[src/rtl/mac_row_engine.sv]
// Multiply-accumulate engine that computes the dot product of a pixel vector with one signed
// weight row (or every row back-to-back), streaming LANES pixel/weight pairs per cycle.
module mac_row_engine #(
    parameter int unsigned PIXEL_W  = 8,
    parameter int unsigned WEIGHT_W = 16,
    parameter int unsigned LANES    = 2,
    parameter int unsigned N_INPUTS = 784,
    parameter int unsigned N_ROWS   = 10,
    parameter int unsigned ACC_W    = 32,
    parameter int unsigned PADDR_W  = 10,
    parameter int unsigned WADDR_W  = 12,
    parameter int unsigned ROW_W    = $clog2(N_ROWS)
) (
    input  logic                         clk,
    input  logic                         rst,
    input  logic                         start,
    input  logic [ROW_W-1:0]             row_select,
    input  logic                         mode_all,
    input  logic                         sat_en,
    input  logic                         relu_en,
    output logic [PADDR_W-1:0]           pixel_addr,
    output logic                         pixel_rd,
    input  logic [LANES*PIXEL_W-1:0]     pixel_data,
    output logic [WADDR_W-1:0]           weight_addr,
    output logic                         weight_rd,
    input  logic [LANES*WEIGHT_W-1:0]    weight_data,
    output logic                         busy,
    output logic                         row_done,
    output logic                         w_result_ena,
    output logic [ACC_W-1:0]             row_result,
    output logic [ROW_W-1:0]             row_index,
    output logic                         overflow,
    output logic                         all_done
);

    localparam int unsigned WORDS  = N_INPUTS / LANES;
    localparam int unsigned PROD_W = PIXEL_W + WEIGHT_W + 1;
    localparam int unsigned SUM_W  = PROD_W + $clog2(LANES) + 1;

    localparam logic [PADDR_W-1:0] LAST_WORD  = PADDR_W'(WORDS - 1);
    localparam logic [WADDR_W-1:0] ROW_STRIDE = WADDR_W'(WORDS);
    localparam logic [ROW_W-1:0]   LAST_ROW   = ROW_W'(N_ROWS - 1);
    localparam logic [ACC_W-1:0]   ACC_MAX    = {1'b0, {(ACC_W-1){1'b1}}};
    localparam logic [ACC_W-1:0]   ACC_MIN    = {1'b1, {(ACC_W-1){1'b0}}};

    typedef enum logic [1:0] {StIdle, StRun, StDrain, StDone} state_t;

    state_t               state_q;
    logic [ROW_W-1:0]     row_q;
    logic                 mode_all_q;
    logic                 sat_q;
    logic                 relu_q;
    logic [WADDR_W-1:0]   base_q;
    logic                 data_valid_q;
    logic                 prod_valid_q;
    logic [PROD_W-1:0]    prod_q [LANES];
    logic [PROD_W-1:0]    prod_d [LANES];
    logic [ACC_W-1:0]     acc_q;
    logic                 ovf_q;

    logic [SUM_W-1:0]     lane_sum;
    logic [ACC_W:0]       acc_sum;
    logic                 acc_ovf;
    logic [ACC_W-1:0]     acc_next;
    logic [ACC_W-1:0]     relu_val;
    logic [WADDR_W-1:0]   start_base;

    // Pixels are unsigned, so zero-extend them; the low PROD_W bits of the product are exact.
    always_comb begin
        for (int l = 0; l < LANES; l++) begin
            prod_d[l] = PROD_W'(pixel_data[l*PIXEL_W +: PIXEL_W])
                      * PROD_W'($signed(weight_data[l*WEIGHT_W +: WEIGHT_W]));
        end
    end

    always_comb begin
        lane_sum = '0;
        for (int l = 0; l < LANES; l++) begin
            lane_sum = lane_sum + SUM_W'($signed(prod_q[l]));
        end
        acc_sum = {acc_q[ACC_W-1], acc_q} + (ACC_W+1)'($signed(lane_sum));
        acc_ovf = acc_sum[ACC_W] ^ acc_sum[ACC_W-1];
        if (acc_ovf && sat_q) begin
            acc_next = acc_sum[ACC_W] ? ACC_MIN : ACC_MAX;
        end else begin
            acc_next = acc_sum[ACC_W-1:0];
        end
        relu_val = (relu_q && acc_q[ACC_W-1]) ? '0 : acc_q;
    end

    always_comb begin
        start_base = '0;
        if (!mode_all) begin
            start_base = WADDR_W'(row_select) * ROW_STRIDE;
        end
    end

    always_ff @(posedge clk or posedge rst) begin
        if (rst) begin
            state_q      <= StIdle;
            row_q        <= '0;
            mode_all_q   <= 1'b0;
            sat_q        <= 1'b0;
            relu_q       <= 1'b0;
            base_q       <= '0;
            data_valid_q <= 1'b0;
            prod_valid_q <= 1'b0;
            for (int l = 0; l < LANES; l++) begin
                prod_q[l] <= '0;
            end
            acc_q        <= '0;
            ovf_q        <= 1'b0;
            pixel_addr   <= '0;
            pixel_rd     <= 1'b0;
            weight_addr  <= '0;
            weight_rd    <= 1'b0;
            busy         <= 1'b0;
            row_done     <= 1'b0;
            w_result_ena <= 1'b0;
            row_result   <= '0;
            row_index    <= '0;
            overflow     <= 1'b0;
            all_done     <= 1'b0;
        end else begin
            row_done     <= 1'b0;
            w_result_ena <= 1'b0;
            all_done     <= 1'b0;

            // Memory data follows the read strobe by one cycle; products by one more.
            data_valid_q <= pixel_rd;
            prod_valid_q <= data_valid_q;
            if (data_valid_q) begin
                for (int l = 0; l < LANES; l++) begin
                    prod_q[l] <= prod_d[l];
                end
            end
            if (prod_valid_q) begin
                acc_q <= acc_next;
                if (acc_ovf) begin
                    ovf_q <= 1'b1;
                end
            end

            unique case (state_q)
                StIdle: begin
                    if (start && (mode_all || row_select <= LAST_ROW)) begin
                        state_q     <= StRun;
                        busy        <= 1'b1;
                        mode_all_q  <= mode_all;
                        sat_q       <= sat_en;
                        relu_q      <= relu_en;
                        row_q       <= mode_all ? '0 : row_select;
                        base_q      <= start_base;
                        weight_addr <= start_base;
                        pixel_addr  <= '0;
                        pixel_rd    <= 1'b1;
                        weight_rd   <= 1'b1;
                        acc_q       <= '0;
                        ovf_q       <= 1'b0;
                    end
                end
                StRun: begin
                    if (pixel_addr == LAST_WORD) begin
                        state_q     <= StDrain;
                        pixel_addr  <= '0;
                        weight_addr <= '0;
                        pixel_rd    <= 1'b0;
                        weight_rd   <= 1'b0;
                    end else begin
                        pixel_addr  <= pixel_addr + PADDR_W'(1);
                        weight_addr <= weight_addr + WADDR_W'(1);
                    end
                end
                StDrain: begin
                    // The last product is being accumulated on this edge.
                    if (prod_valid_q && !data_valid_q) begin
                        state_q <= StDone;
                    end
                end
                StDone: begin
                    row_done     <= 1'b1;
                    w_result_ena <= 1'b1;
                    row_result   <= relu_val;
                    row_index    <= row_q;
                    overflow     <= ovf_q;
                    acc_q        <= '0;
                    ovf_q        <= 1'b0;
                    if (mode_all_q && row_q != LAST_ROW) begin
                        state_q     <= StRun;
                        row_q       <= row_q + ROW_W'(1);
                        base_q      <= base_q + ROW_STRIDE;
                        weight_addr <= base_q + ROW_STRIDE;
                        pixel_addr  <= '0;
                        pixel_rd    <= 1'b1;
                        weight_rd   <= 1'b1;
                    end else begin
                        state_q  <= StIdle;
                        busy     <= 1'b0;
                        all_done <= 1'b1;
                    end
                end
                default: state_q <= StIdle;
            endcase
        end
    end

endmodule
[config.mk]
export PLATFORM = sky130hd
export DESIGN_NAME = mac_row_engine
export DESIGN_NICKNAME = d
export VERILOG_FILES = /design/src/rtl/mac_row_engine.sv
export SDC_FILE = /design/constraint.sdc
export NUM_CORES = 1
export LEC_CHECK = 0
export BUFFER_PORTS_ARGS = -buffer_cell sky130_fd_sc_hd__clkbuf_2
export CAP_MARGIN = 0
export CORE_MARGIN = 2
export CORE_UTILIZATION = 50
export DETAILED_ROUTE_END_ITERATION = 8
export PLACE_DENSITY_LB_ADDON = 0.1
export RECOVER_POWER = 100
export REMOVE_ABC_BUFFERS = 1
export SLEW_MARGIN = 20
export SYNTH_ARGS = -nofsm -noshare
export SYNTH_HDL_FRONTEND = slang
export SYNTH_SLANG_ARGS = --single-unit
export TNS_END_PERCENT = 1
[constraint.sdc]
create_clock -name clk -period 6.71 [get_ports clk]
set_input_delay 1.342 -clock clk [delete_from_list [all_inputs] [get_ports clk]]
set_output_delay 1.342 -clock clk [all_outputs]
set_load 0.01 [all_outputs]
==> results.py <==
metrics = {
    "grt": {
        "grt.total_usage_pct": 23.9,
        "grt_start_max_net_pins": 75,
        "grt_pass1_wl_um": 78300,
        "antenna_found_initial": 0,
        "first_global_vias": 15300,
        "overflow": 0,
    },
    "pwr": {
        "internal_power_mw": 5.96,
        "power_density_mw_per_mm2": 576,
        "leakagePower_nw": 10.1,
        "total_power_mw": 12.0,
        "pwr-share-clk_pct": 8.1,
        "p_sw_mw": 6.03,
        "ir_worst_vdd_v": 0.000378,
        "comb_power_share_pct": 77.7,
        "seq_power_share_pct": 14.2,
        "swShare_pct": 50.3,
    },
    "routing": {
        "met3_length_um": 1860,
        "viasPerCell": 5.47,
        "routed.top_layer": "met4",
        "detail-route-antenna-nets": 0,
        "dr.pass1.iters": 7,
        "vias": 15200,
        "drt-met1-wl_um": 22200,
        "drt-total-wl_um": 46400,
        "drt_iter0_drc": 939,
        "routed-wl-met2_um": 21400,
        "avgRoutedWirePerCell_um": 16.7,
        "drc": 0,
    },
    "synth": {
        "synth_compound_area_share_pct": 14.7,
        "synth_edf_count": 0,
        "synth-seq-area-share_pct": 21.5,
        "synth_warnings": 0,
        "netlist_area_mm2": 0.0194,
        "syn_avg_cell_area_um2": 8.94,
        "synth_top_family_by_area": "adder cells",
        "synth_xor_area_share_pct": 2.76,
        "synthAdderAreaFrac_pct": 34.2,
        "synth_cells": 2167,
        "ys_ff_latch": 166,
        "synth-main-ff-cell": "dfrtp_1",
        "muxShareOfSynthArea_pct": 2.17,
        "synth-simple-area-share_pct": 15.7,
        "synthArstFlopShare_pct": 100,
        "ys_types": 80,
    },
    "floorplan": {
        "die_w_um": 201,
        "core.rowCount": 72,
        "ios": 123,
        "initial_utilization_pct": 50.3,
        "core_area_mm2": 0.0385,
        "die_h_um": 201,
        "die-area_mm2": 0.0403,
    },
    "cells_and_area": {
        "fin_nets": 2696,
        "syn_to_final_growth_pct": 7.61,
        "final_cells": 2782,
        "final_layout_size_suffix_gt1_share_pct": 6.58,
        "antenna_cells": 0,
        "n_fill_cell": 3679,
    },
    "clocking": {
        "post_cts_resized": 0,
        "postCtsSetupRepairBufs": 0,
        "numCtsBuffers": 17,
        "htreeDepth": 4,
        "path_clk_slew_ns": 0.07,
        "cts_tree": "done",
        "clockBufferDepth": 2,
        "root_buffer": "clkbuf_16",
        "hold_buffers": 0,
        "clock_latency_ns": 0.44,
        "cts_sinks": 166,
    },
    "critical_path": {
        "path_max_fanout": 16,
        "critPathArrivalTime_ns": 6.49,
        "crit_slowest_cell": "clkbuf_1",
        "r2r_slack_ns": 0.96,
        "max_stage_delay_ns": 0.59,
        "cpMostUsedCell": "fa_1",
        "path_cells": "clkbuf_1 > nand2_1 > fa_1 > inv_1 > fa_1 > inv_1 > fa_1 > fa_1 > inv_1 > ha_1 > o21ai_0 > o21a_1 > nor4_1 > buf_4 > nor3_1 > o31ai_1 > a21oi_1 > mux2i_1 > a211o_1",
        "criticalPathCategory": "in2reg",
        "crit_path_end_kind": "register",
        "start_kind": "input port",
        "cp.required_ns": 7.03,
    },
    "timing": {
        "finalMaxSlewViolations": 278,
        "post-route-period-util_pct": 91.9,
        "holdWs_ns": 0.475,
        "tightest_slew_ns": 3.23,
        "clock_skew_ns": 0.0125,
        "hold_violations": 0,
        "slew_headroom_pct": -115,
        "fin_tns_setup_ns": 0,
        "rsz0062_at_grt": "false",
        "fmax_mhz": 162,
        "setup_viol": 0,
        "min_period_ns": 6.17,
    },
    "placement": {
        "port-buffer-count": 122,
        "place_hpwl_um": 36400,
        "dp.cells": 2750,
        "gp_congestion": 0.861,
    },
    "status": {
        "failed_checks": "max-capacitance violations, max-slew violations",
        "outcome": "finished, violations left",
    },
    "run": {
        "cap_violations": 5,
    },
    "min_path": {
        "min_path_type": "reg2reg",
    },
}
## routing by layer
metal,GRT usage (%),up-vias
met1,34.5,7615
met2,38.3,329
li1,-,7230
met5,0,-
met3,2.78,48
met4,6.43,0
## final cells by class
cell class | instances | area [µm²] | area share, %
Clock buffer | 18 | 439 | 2.11
Clock inverter | 14 | 131 | 0.631
Inverter | 383 | 1440 | 6.91
Multi-Input combinational cell | 1545 | 13400 | 64.4
Sequential cell | 166 | 4150 | 19.9
Tap cell | 518 | 648 | 3.11
Timing Repair Buffer | 138 | 613 | 2.94
## cell families after synthesis
family	Yosys count
and+or+nand+nor	619
buffers and inverters	456
AOI/OAI and AO/OA	440
adders and majority gates	387
DFF	166
xor gates and xnor gates	61
muxes	38
## layout by cell type, fill, tap and decap left out, types with 6 or more instances in the layout
| master | instances |
|---|---|
| inv_1 | 381 |
| nand2_1 | 245 |
| fa_1 | 237 |
| dfrtp_1 | 166 |
| ha_1 | 150 |
| o21ai_0 | 146 |
| and2_1 | 128 |
| a21oi_1 | 100 |
| nor2_1 | 86 |
| clkbuf_1 | 76 |
| clkbuf_2 | 55 |
| xnor2_1 | 51 |
| nand3_1 | 33 |
| mux2_2 | 32 |
| a211oi_1 | 26 |
| a21o_1 | 26 |
| nor3_1 | 25 |
| o21a_1 | 19 |
| o31ai_1 | 18 |
| nor2b_1 | 17 |
| clkbuf_16 | 17 |
| or3_1 | 15 |
| and3_1 | 15 |
| a31oi_1 | 15 |
| nand2b_1 | 11 |
| xor2_1 | 10 |
| nand4_1 | 7 |
| o21bai_1 | 7 |
| o211ai_1 | 7 |
| buf_4 | 7 |
| nor3b_1 | 6 |
| and2_0 | 6 |
| a221oi_1 | 6 |
| mux2i_1 | 6 |
| a2111oi_0 | 6 |
| nand3b_1 | 6 |
## flip-flops by register name, summed over array words and instances, names as in the netlist
name / cells
w_result_ena: 1
base_q: 9
prod_valid_q: 1
row_q: 4
acc_q: 32
weight_addr: 12
busy: 1
overflow: 1
mode_all_q: 1
pixel_addr: 10
sat_q: 1
prod_q: 50
relu_q: 1
state_q: 2
data_valid_q: 1
row_index: 4
ovf_q: 1
all_done: 1
weight_rd: 1
row_result: 32
## metrics by stage
stage | instance area (µm²) | setup slack, ns | util (%)
3_3_place_gp | 20400 | 0.457 | 53.1
5_1_grt | 20800 | 0.190 | 54.2
2_1_floorplan | 19000 | 0.878 | -
3_5_place_dp | 20400 | 0.376 | 53.1
4_1_cts | 21000 | 0.833 | 54.6
6_report | 20800 | 0.542 | 54.2
## worst paths after layout
| kind | start | endpoint | cells past startpoint |
|---|---|---|---|
| worst min-delay path | relu_q | row_result[31] | 1 |
| worst max register to register | prod_q[49] | acc_q[28] | 11 |
| min in group asynchronous | rst | pixel_addr[6] | 2 |
| worst min register to register | relu_q | row_result[31] | 1 |
| worst max-delay path | pixel_data[8] | prod_q[23] | 19 |
| max in group asynchronous | rst | prod_q[2] | 3 |
## Yosys cell counts, types with 5 or more instances
| cell | n | area (µm²) |
|---|---|---|
| or3_1 | 15 | 93.8 |
| and3_1 | 15 | 93.8 |
| nor2_1 | 86 | 323 |
| a31oi_1 | 15 | 93.8 |
| xor2_1 | 10 | 87.6 |
| o31ai_1 | 17 | 128 |
| nor4_1 | 5 | 31.3 |
| a311oi_2 | 6 | 90.1 |
| nand4_1 | 7 | 43.8 |
| o211ai_1 | 7 | 52.6 |
| nand3b_1 | 6 | 45.0 |
| a21o_1 | 26 | 195 |
| nor2b_1 | 17 | 106 |
| fa_1 | 237 | 4740 |
| a211o_1 | 5 | 43.8 |
| o22ai_1 | 5 | 31.3 |
| a21oi_1 | 100 | 500 |
| nor3_1 | 24 | 120 |
| clkbuf_1 | 57 | 214 |
| a211oi_1 | 23 | 173 |
| a22oi_1 | 5 | 37.5 |
| dfrtp_1 | 166 | 4150 |
| mux2i_1 | 6 | 60.1 |
| nand3_1 | 32 | 160 |
| o21ai_0 | 146 | 731 |
| and2_1 | 134 | 838 |
| nand2_1 | 245 | 920 |
| xnor2_1 | 51 | 447 |
| a221oi_1 | 6 | 52.6 |
| inv_1 | 383 | 1440 |
| buf_2 | 7 | 35.0 |
| nor3b_1 | 6 | 45.0 |
| mux2_2 | 32 | 360 |
| o21a_1 | 19 | 143 |
| ha_1 | 150 | 1880 |
| o21bai_1 | 7 | 52.6 |
| nand2b_1 | 11 | 68.8 |
## power groups by stage
stage | Sequential [mW] | Clock (mW) | Combinational, mW
after global routing | 1.75 | 1.03 | 10.5
after CTS | 1.71 | 0.991 | 9.51
after floorplan | 1.60 | 0 | 7.56
after detailed placement | 1.73 | 0 | 9.42
after global placement | 1.73 | 0 | 9.28
final | 1.71 | 0.970 | 9.32
## critical path, delay by kind of cell
kind                       cells  cell delay (ns)
and+or+nand+nor                3             0.59
adders and majority gates      5             2.35
AOI/OAI and AO/OA              5             1.15
buffers and inverters          5             0.92
muxes                          1             0.13
Note: power is estimated with default switching activity, not from simulation.
